[src/rtl/branch_pkg.sv]
// Shared branch-unit definitions: RV32I branch condition codes and the
// saturating counter update used by the pattern history table.
package branch_pkg;

  localparam logic [2:0] F3_BEQ  = 3'b000;
  localparam logic [2:0] F3_BNE  = 3'b001;
  localparam logic [2:0] F3_BLT  = 3'b100;
  localparam logic [2:0] F3_BGE  = 3'b101;
  localparam logic [2:0] F3_BLTU = 3'b110;
  localparam logic [2:0] F3_BGEU = 3'b111;

  // Widest counter the helper can handle; callers narrow the result back.
  localparam int unsigned CNT_MAX_W = 16;

  // Step a cnt_w-bit counter toward taken/not-taken, clamping at both ends.
  function automatic logic [CNT_MAX_W-1:0] sat_update(
    input logic [CNT_MAX_W-1:0] cnt,
    input logic                 taken,
    input int unsigned          cnt_w
  );
    logic [CNT_MAX_W-1:0] max_v;
    max_v = CNT_MAX_W'((32'd1 << cnt_w) - 32'd1);
    if (taken) begin
      return (cnt >= max_v) ? max_v : cnt + CNT_MAX_W'(1);
    end
    return (cnt == '0) ? '0 : cnt - CNT_MAX_W'(1);
  endfunction

endpackage

[src/rtl/branch_predict_unit_pht_table.sv]
// Pattern history table: saturating direction counters with one
// combinational lookup port and one clocked update port.
module pht_table
  import branch_pkg::*;
#(
  parameter int unsigned  PHT_DEPTH = 64,
  parameter int unsigned  CNT_W     = 2,
  localparam int unsigned IDX_W     = $clog2(PHT_DEPTH)
) (
  input  logic             clk,
  input  logic             rst_n,
  input  logic [IDX_W-1:0] rd_idx_i,
  output logic [CNT_W-1:0] rd_cnt_o,
  input  logic             upd_en_i,
  input  logic [IDX_W-1:0] upd_idx_i,
  input  logic             upd_taken_i
);

  // Weakly-not-taken reset value: MSB clear, all lower bits set.
  localparam logic [CNT_W-1:0] CNT_RST = CNT_W'((32'd1 << (CNT_W - 1)) - 32'd1);

  logic [CNT_W-1:0] cnt_q [PHT_DEPTH];
  logic [CNT_W-1:0] upd_cnt_d;

  // Lookup reads the registered array directly, so a same-cycle update is not visible.
  assign rd_cnt_o = cnt_q[rd_idx_i];

  always_comb begin
    upd_cnt_d = CNT_W'(sat_update(CNT_MAX_W'(cnt_q[upd_idx_i]), upd_taken_i, CNT_W));
  end

  always_ff @(posedge clk or negedge rst_n) begin
    if (!rst_n) begin
      for (int unsigned i = 0; i < PHT_DEPTH; i++) begin
        cnt_q[i] <= CNT_RST;
      end
    end else if (upd_en_i) begin
      cnt_q[upd_idx_i] <= upd_cnt_d;
    end
  end

endmodule

[src/rtl/branch_predict_unit.sv]
// Branch resolution, PHT-based direction prediction at fetch, mispredict
// detection and saturating branch/mispredict statistics.
module branch_predict_unit
  import branch_pkg::*;
#(
  parameter int unsigned XLEN      = 32,
  parameter int unsigned PHT_DEPTH = 64,
  parameter int unsigned CNT_W     = 2,
  parameter int unsigned STAT_W    = 32
) (
  input  logic              clk,
  input  logic              rst_n,
  input  logic [XLEN-1:0]   fetch_pc,
  output logic              pred_taken,
  input  logic              ex_valid,
  input  logic [XLEN-1:0]   ex_pc,
  input  logic              branch,
  input  logic              jump,
  input  logic [2:0]        funct3,
  input  logic              zero,
  input  logic              lt,
  input  logic              ltu,
  input  logic              ex_pred_taken,
  output logic              pc_src,
  output logic              mispredict,
  output logic              illegal_branch,
  output logic [STAT_W-1:0] branch_count,
  output logic [STAT_W-1:0] mispredict_count
);

  localparam int unsigned IDX_W = $clog2(PHT_DEPTH);

  logic             cond_c;
  logic             legal_c;
  logic             upd_c;
  logic [IDX_W-1:0] fetch_idx_c;
  logic [IDX_W-1:0] ex_idx_c;
  logic [CNT_W-1:0] rd_cnt_c;

  logic [STAT_W-1:0] branch_cnt_q, branch_cnt_d;
  logic [STAT_W-1:0] misp_cnt_q, misp_cnt_d;

  // Branch condition decode; the two reserved encodings never take.
  always_comb begin
    cond_c  = 1'b0;
    legal_c = 1'b1;
    case (funct3)
      F3_BEQ:  cond_c = zero;
      F3_BNE:  cond_c = ~zero;
      F3_BLT:  cond_c = lt;
      F3_BGE:  cond_c = ~lt;
      F3_BLTU: cond_c = ltu;
      F3_BGEU: cond_c = ~ltu;
      default: legal_c = 1'b0;
    endcase
  end

  assign upd_c          = ex_valid & branch & legal_c;
  assign pc_src         = (upd_c & cond_c) | (ex_valid & jump);
  assign mispredict     = upd_c & (cond_c ^ ex_pred_taken);
  assign illegal_branch = ex_valid & branch & ~legal_c;

  // Word-aligned PCs: drop the two byte-offset bits before indexing.
  assign fetch_idx_c = fetch_pc[IDX_W+1:2];
  assign ex_idx_c    = ex_pc[IDX_W+1:2];

  pht_table #(
    .PHT_DEPTH (PHT_DEPTH),
    .CNT_W     (CNT_W)
  ) u_pht (
    .clk         (clk),
    .rst_n       (rst_n),
    .rd_idx_i    (fetch_idx_c),
    .rd_cnt_o    (rd_cnt_c),
    .upd_en_i    (upd_c),
    .upd_idx_i   (ex_idx_c),
    .upd_taken_i (cond_c)
  );

  assign pred_taken = rd_cnt_c[CNT_W-1];

  // Statistics stick at all-ones rather than wrapping.
  always_comb begin
    branch_cnt_d = branch_cnt_q;
    misp_cnt_d   = misp_cnt_q;
    if (upd_c && (branch_cnt_q != '1)) begin
      branch_cnt_d = branch_cnt_q + STAT_W'(1);
    end
    if (mispredict && (misp_cnt_q != '1)) begin
      misp_cnt_d = misp_cnt_q + STAT_W'(1);
    end
  end

  always_ff @(posedge clk or negedge rst_n) begin
    if (!rst_n) begin
      branch_cnt_q <= '0;
      misp_cnt_q   <= '0;
    end else begin
      branch_cnt_q <= branch_cnt_d;
      misp_cnt_q   <= misp_cnt_d;
    end
  end

  assign branch_count     = branch_cnt_q;
  assign mispredict_count = misp_cnt_q;

  logic unused_bits;
  assign unused_bits = ^{fetch_pc[XLEN-1:IDX_W+2], fetch_pc[1:0],
                         ex_pc[XLEN-1:IDX_W+2], ex_pc[1:0], rd_cnt_c[CNT_W-2:0]};

endmodule

[config.mk]
export PLATFORM = sky130hd
export DESIGN_NAME = branch_predict_unit
export DESIGN_NICKNAME = d
export VERILOG_FILES = /design/src/rtl/branch_pkg.sv /design/src/rtl/branch_predict_unit_pht_table.sv /design/src/rtl/branch_predict_unit.sv
export SDC_FILE = /design/constraint.sdc
export NUM_CORES = 1
export LEC_CHECK = 0
export CAP_MARGIN = 20
export CORE_MARGIN = 1.5
export CORE_UTILIZATION = 35
export CTS_CLUSTER_DIAMETER = 100
export DETAILED_ROUTE_END_ITERATION = 10
export PLACE_DENSITY = 0.56
export SLEW_MARGIN = 5
export SYNTH_ARGS = -nofsm -noshare
export SYNTH_HDL_FRONTEND = slang
export SYNTH_SLANG_ARGS = --single-unit
[constraint.sdc]
create_clock -name clk -period 10.85 [get_ports clk]
set_clock_uncertainty 0.2 [all_clocks]
set_input_delay 3.255 -clock clk [delete_from_list [all_inputs] [get_ports clk]]
set_output_delay 3.255 -clock clk [all_outputs]
set_load 0.02 [all_outputs]
# Word level (Yosys, flattened, before mapping)
# Index checks and enable logic that the tools add are counted.
dict set report classes {
  addsub 4
  magnitude_cmp 4
  eq_ne 7
  n_mux 16
  bitwise_logic 14
  reduce_logical 6
}
# op count
set ops {}
lappend ops {{bitwise mux 128 bit} 1}
lappend ops {{adder 32 x 1 -> 32 bit, second input constant} 2}
lappend ops {{!= test 32 bit, second input constant} 2}
lappend ops {{binary-select mux 2 bit (select 6 bit)} 2}
lappend ops {{two-way mux 2 bit} 9}
lappend ops {{>= comparator 7 bit, second input constant} 2}
lappend ops {{inverter 6 -> 7 bit} 2}
lappend ops {{demux 2 bit (select 6 bit)} 1}
lappend ops {{equality test 3 bit, second input constant} 4}
lappend ops {{< comparator 7 x 1 -> 1 bit, second input constant} 1}
lappend ops {{AND 1 bit} 6}
lappend ops {{one-hot mux 1 bit (6 select lines)} 1}
lappend ops {{OR reduction 6 bit} 1}
lappend ops {{inverter 1 bit} 4}
lappend ops {{equality test 3 x 1 -> 1 bit, second input constant} 1}
lappend ops {{logical AND 1 bit} 3}
lappend ops {{zero test 3 bit} 1}
lappend ops {{adder 2 x 1 -> 2 bit, second input constant} 1}
lappend ops {{>= comparator 2 bit, second input constant} 1}
lappend ops {{zero test 2 bit} 1}
lappend ops {{two-way mux 1 bit} 2}
lappend ops {{subtractor 2 x 1 -> 2 bit, second input constant} 1}
lappend ops {{bitwise OR 1 bit} 1}
lappend ops {{XOR 1 bit} 1}
dict set report word_totals {
  register_bits 192
  input_bits 76
  output_inout_bits 68
  wordCells 117
}

# Depth between registers and ports, before layout
dict set report logic_depth {
  ltp_word 9
  ltp_mapped 12
}

# Hierarchy
# Synthesis repeated with hierarchy kept, for this count alone.
dict set report unflattened {
  cells_unflattened 1247
  area_unflattened_um2 11984.0
}
# module n_inst cells_per_inst area_each_um2
set by_module_without_submodules {}
lappend by_module_without_submodules {pht_table 1 947 8797.2}
lappend by_module_without_submodules {branch_predict_unit 1 300 3186.8}

# Least setup slack after synthesis
# No wires, ideal clock.
dict set report synth_path {
  path_kind {input port to output port}
  from {in fetch_pc[2]}
  to {out pred_taken}
  arrival_ns 5.736
  t_required_ns 7.395
  setup_slack_ns 1.659
  cell_stages 5
  path_buffers 2
  path_cell_list {clkbuf_1 > buf_1 > mux4_2 > mux4_2 > mux4_2}
}
dict set report synth_between {
  elab_chain_cells 4
}
# item line
set synth_lines {}
lappend synth_lines {{start, declared} branch_predict_unit.sv:13} ;# input logic [XLEN-1:0] fetch_pc,
lappend synth_lines {{inverter 6 -> 7 bit (implied by the code)} branch_predict_unit_pht_table.sv:26} ;# assign rd_cnt_o = cnt_q[rd_idx_i];
lappend synth_lines {{binary-select mux 2 bit (select 6 bit)} branch_predict_unit_pht_table.sv:26}
lappend synth_lines {{two-way mux 2 bit (implied by the code) (2 in series)} branch_predict_unit_pht_table.sv:26}
lappend synth_lines {{end, declared} branch_predict_unit.sv:14} ;# output logic pred_taken,
# No other way between the ends. The select of a mux whose other input is x is not followed.

# Final worst setup path
dict set report layout_path {
  from {in fetch_pc[3]}
  to {out pred_taken}
}
# Same word-level chain as after synthesis.

==> key figures <==
Outcome
  • Status: finished clean

Pwr
  • Clk pwr share: 0.355
  • Leak Pwr: 0.004749 µW
  • Net Sw Frac: 0.3090
  • Peak supply drop: 0.1010 mV
  • P_sw: 576.4 µW
  • Internal power: 1289 µW
  • P per Cell Area: 159.4 mW/mm²
  • Seq pwr share: 0.471
  • Logic gate share of total power: 0.174

Worst setup path
  • CP Cell Sequence: clkdlybuf4s50_1, mux4_2, mux4_2, mux4_2, clkdlybuf4s50_1
  • Worst Path Required: 7.40 ns
  • Setup Crit Path Kind: input pin to primary output
  • Critical path peak fanout: 16
  • Startpoint Class: input pin
  • Critical path buffer and inverter count: 2
  • Max incr delay on CP: 1.07 ns
  • Data arrival, critical path: 6.33 ns
  • R2r endpoint: u_pht.cnt_q[5]$_DFFE_PN0P_
  • CP most frequent cell: mux4_2
  • CP max stage cell: clkdlybuf4s50_1
  • Crit-path leading delay family: buffers and inverters
  • Worst R2R Start: u_pht.cnt_q[2]$_DFFE_PN1P_
  • R2R Setup Slk: 7.32 ns
  • CP Capture Type: primary output
  • Worst reg-to-reg path cell count: 8

GRT
  • Largest net degree at the start of global routing: 68
  • All-Layer GR Usage: 0.1868
  • Initial antenna violation count: 0
  • Global-route wire length before repair: 42.17 mm
  • Grt ovf: 0
  • Vias in the first global route: 7485

Min path
  • Hold EP: mispredict_count[29]$_DFFE_PN0P_
  • Hold crit path type: flip-flop to flip-flop
  • Hold depth: 1
  • Hold_sp: mispredict_count[29]$_DFFE_PN0P_

Clock network
  • Worst skew pair latency: 0.45 ns
  • CTS Root Cell: clkbuf_16
  • CTS Hold Buffers Added: 0
  • Htree depth: 4
  • Post-CTS setup buffer count: 0
  • Post-CTS Resized: 0
  • Clock Tree Buf Depth: 2
  • CTS tree: built
  • CTS Sinks: 192
  • Num CTS Buffers: 17
  • Clock-pin slew on the worst setup and hold paths: 0.09 ns

STA
  • Hold Fails Final Rpt: 0
  • Setup-failing EPs final: 0
  • Worst Tran Pin Value: 0.9114 ns
  • Setup TNS: 0 ns
  • Minimum clock period after layout: 9.785 ns
  • RSZ-0062 raised after global routing: no
  • Fmax: 102.2 MHz
  • Final period utilization: 0.9018
  • Max-slew violations: 0
  • Max_slew headroom: 0.3905

Synthesis
  • Syn Inst Count: 951
  • Synth top area cells: dfrtp_1 32%, dfstp_2 17%, nor2_1 8.4%, mux4_2 7.3%, a21oi_2 5.3%
  • Syn Area/Cell: 10.38 µm²
  • Seq cells post-synth: 192
  • Area share of the largest cell type after synthesis: 0.3245
  • Async SR Flop Fraction: 1.000
  • EDFF count, synth: 0
  • Synth Cell Area: 0.009869 mm²
  • Ys flop type: dfrtp_1
  • Netlist cell types: 55
  • Syn nets: 1029
  • Post-synthesis sequential area ratio: 0.4949
  • Post-synth top area cell: dfrtp_1
  • Synthesis warning total: 0

Floorplan
  • I/O Pins: 144
  • Row cnt: 61
  • Die ar.: 0.02922 mm²
  • Area of the core: 0.02778 mm²
  • Die X: 170.9 µm
  • Initial Util: 0.3553
  • Die span in y: 170.9 µm

Route
  • Per-cell routed wire length: 18.09 µm
  • Final ANT Viol Nets: 0
  • DR vias/cell: 5.177
  • Via count: 7325
  • Drt total wl: 25.59 mm
  • Iter 0 DRT Violations: 662
  • DRC: 0
  • Drt first pass iters: 6

Final layout
  • Synth-to-Final Area Change: 18.56%
  • Share of layout cells above drive strength 1: 0.2054
  • Multi-input logic area: 0.004706 mm²
  • Fill cell count: 2745
  • Commonest non-fill, non-tap cell in the layout: nor2_1
  • Final Core Density: 0.4212
  • Diodes inserted: 0
  • Reg area: 0.004885 mm²
  • Post-layout nets: 1102
  • Commonest cells after routing, fill and taps aside: 222 x nor2_1, 128 x dfrtp_1, 88 x clkdlybuf4s50_1, 76 x a21oi_1, 64 x dfstp_2

Placement
  • GPL Wtd Cong: 0.8186
  • IO buf count: 91
  • Placed wire-length estimate: 16.69 mm

Run
  • Max-cap viol count: 0
==> per-layer routing <==
| layer | global-route usage | up-vias | share of wire |
|---|---|---|---|
| li1 | - | 3482 | - |
| met1 | 0.2655 | 3597 | 0.48 |
| met2 | 0.2765 | 218 | 0.44 |
| met3 | 0.05436 | 28 | 0.067 |
| met4 | 0.05149 | 0 | 0.016 |
| met5 | 0 | - | 0 |
==> state kept, by name, indices dropped and copies added, names as in the netlist <==
signal            flops
branch_count         32
u_pht.cnt_q         128
mispredict_count     32
==> layout make-up <==
type,instances,area share
Timing Repair Buffer,100,0.08522
Clock inverter,15,0.01615
Tap cell,378,0.04042
Clock buffer,17,0.03636
Multi-Input combinational cell,706,0.4022
Sequential cell,192,0.4175
Inverter,7,0.002246
==> worst register-to-register path: stages, from the launching register on <==
cell	delay (ns)
dfstp_2	0.37
mux2_1	0.29
o211ai_1	0.23
a31oi_1	0.17
a2111oi_2	0.51
nor4b_1	0.31
maj3_2	0.68
buf_4	0.48
a21oi_1	0.15
==> synth_stat cells (3+ instances only) <==
| cell type | number |
|---|---|
| a22o_1 | 3 |
| xnor2_1 | 30 |
| xor2_1 | 33 |
| nand2_1 | 48 |
| nand3b_1 | 4 |
| and3_1 | 13 |
| nor3_1 | 16 |
| mux4_2 | 32 |
| a31oi_1 | 3 |
| nor2_1 | 222 |
| buf_2 | 16 |
| nor4_1 | 7 |
| buf_1 | 5 |
| dfstp_2 | 64 |
| a21oi_1 | 76 |
| buf_6 | 8 |
| and4_1 | 9 |
| clkbuf_1 | 16 |
| nand2b_1 | 7 |
| nor2b_1 | 6 |
| dfrtp_1 | 128 |
| nor3b_1 | 3 |
| mux2_2 | 7 |
| a221oi_1 | 3 |
| o21ai_0 | 5 |
| mux2i_1 | 26 |
| mux2_1 | 5 |
| a22oi_1 | 11 |
| inv_1 | 7 |
| nand3_1 | 28 |
| and2_1 | 6 |
| nand4_1 | 15 |
| a21oi_2 | 60 |
==> power groups by stage <==
stage                     combinational [µW]  clock (µW)  sequential, µW
after floorplan                          197           0             893
after global placement                   322           0             888
after detailed placement                 326           0             889
after CTS                                327         678             878
after global routing                     360         703             890
final                                    325         662             878
==> metrics by stage <==
| stage | power [µW] | area (µm²) | hold WS [ns] | cells | worst slack (ns) |
|---|---|---|---|---|---|
| after global routing | 1953 | 11700 | 0.3292 | 1415 | 0.9996 |
| after floorplan | 1090 | 9869 | 0.2812 | 951 | 1.659 |
| after CTS | 1883 | 11660 | 0.2921 | 1413 | 1.081 |
| final | 1865 | 11700 | 0.2876 | 1415 | 1.065 |
| after global placement | 1210 | 11050 | 0.2730 | 1381 | 1.124 |
| after detailed placement | 1215 | 11050 | 0.2762 | 1381 | 1.105 |
==> kinds of logic (layout without fill, tap and decap cells) <==
family,after synthesis,after routing,synth area share
simple gates,393,393,0.1796
flops,192,192,0.4949
compound gates,176,176,0.1231
mux,70,70,0.1131
xor+xnor,63,63,0.05591
buf+inv,53,139,0.02865
fa+ha+maj,4,4,0.004690
==> how the worst max path moves through the flow <==
stage	from	end	slack, ns	cells past startpoint
2_1_floorplan	fetch_pc[2]	pred_taken	1.66	5
3_3_place_gp	fetch_pc[3]	pred_taken	1.12	5
3_5_place_dp	fetch_pc[3]	pred_taken	1.11	5
4_1_cts	fetch_pc[3]	pred_taken	1.08	5
5_1_grt	fetch_pc[3]	pred_taken	1.0	5
6_report	fetch_pc[3]	pred_taken	1.07	5
Power figures use the tool's default switching activity.
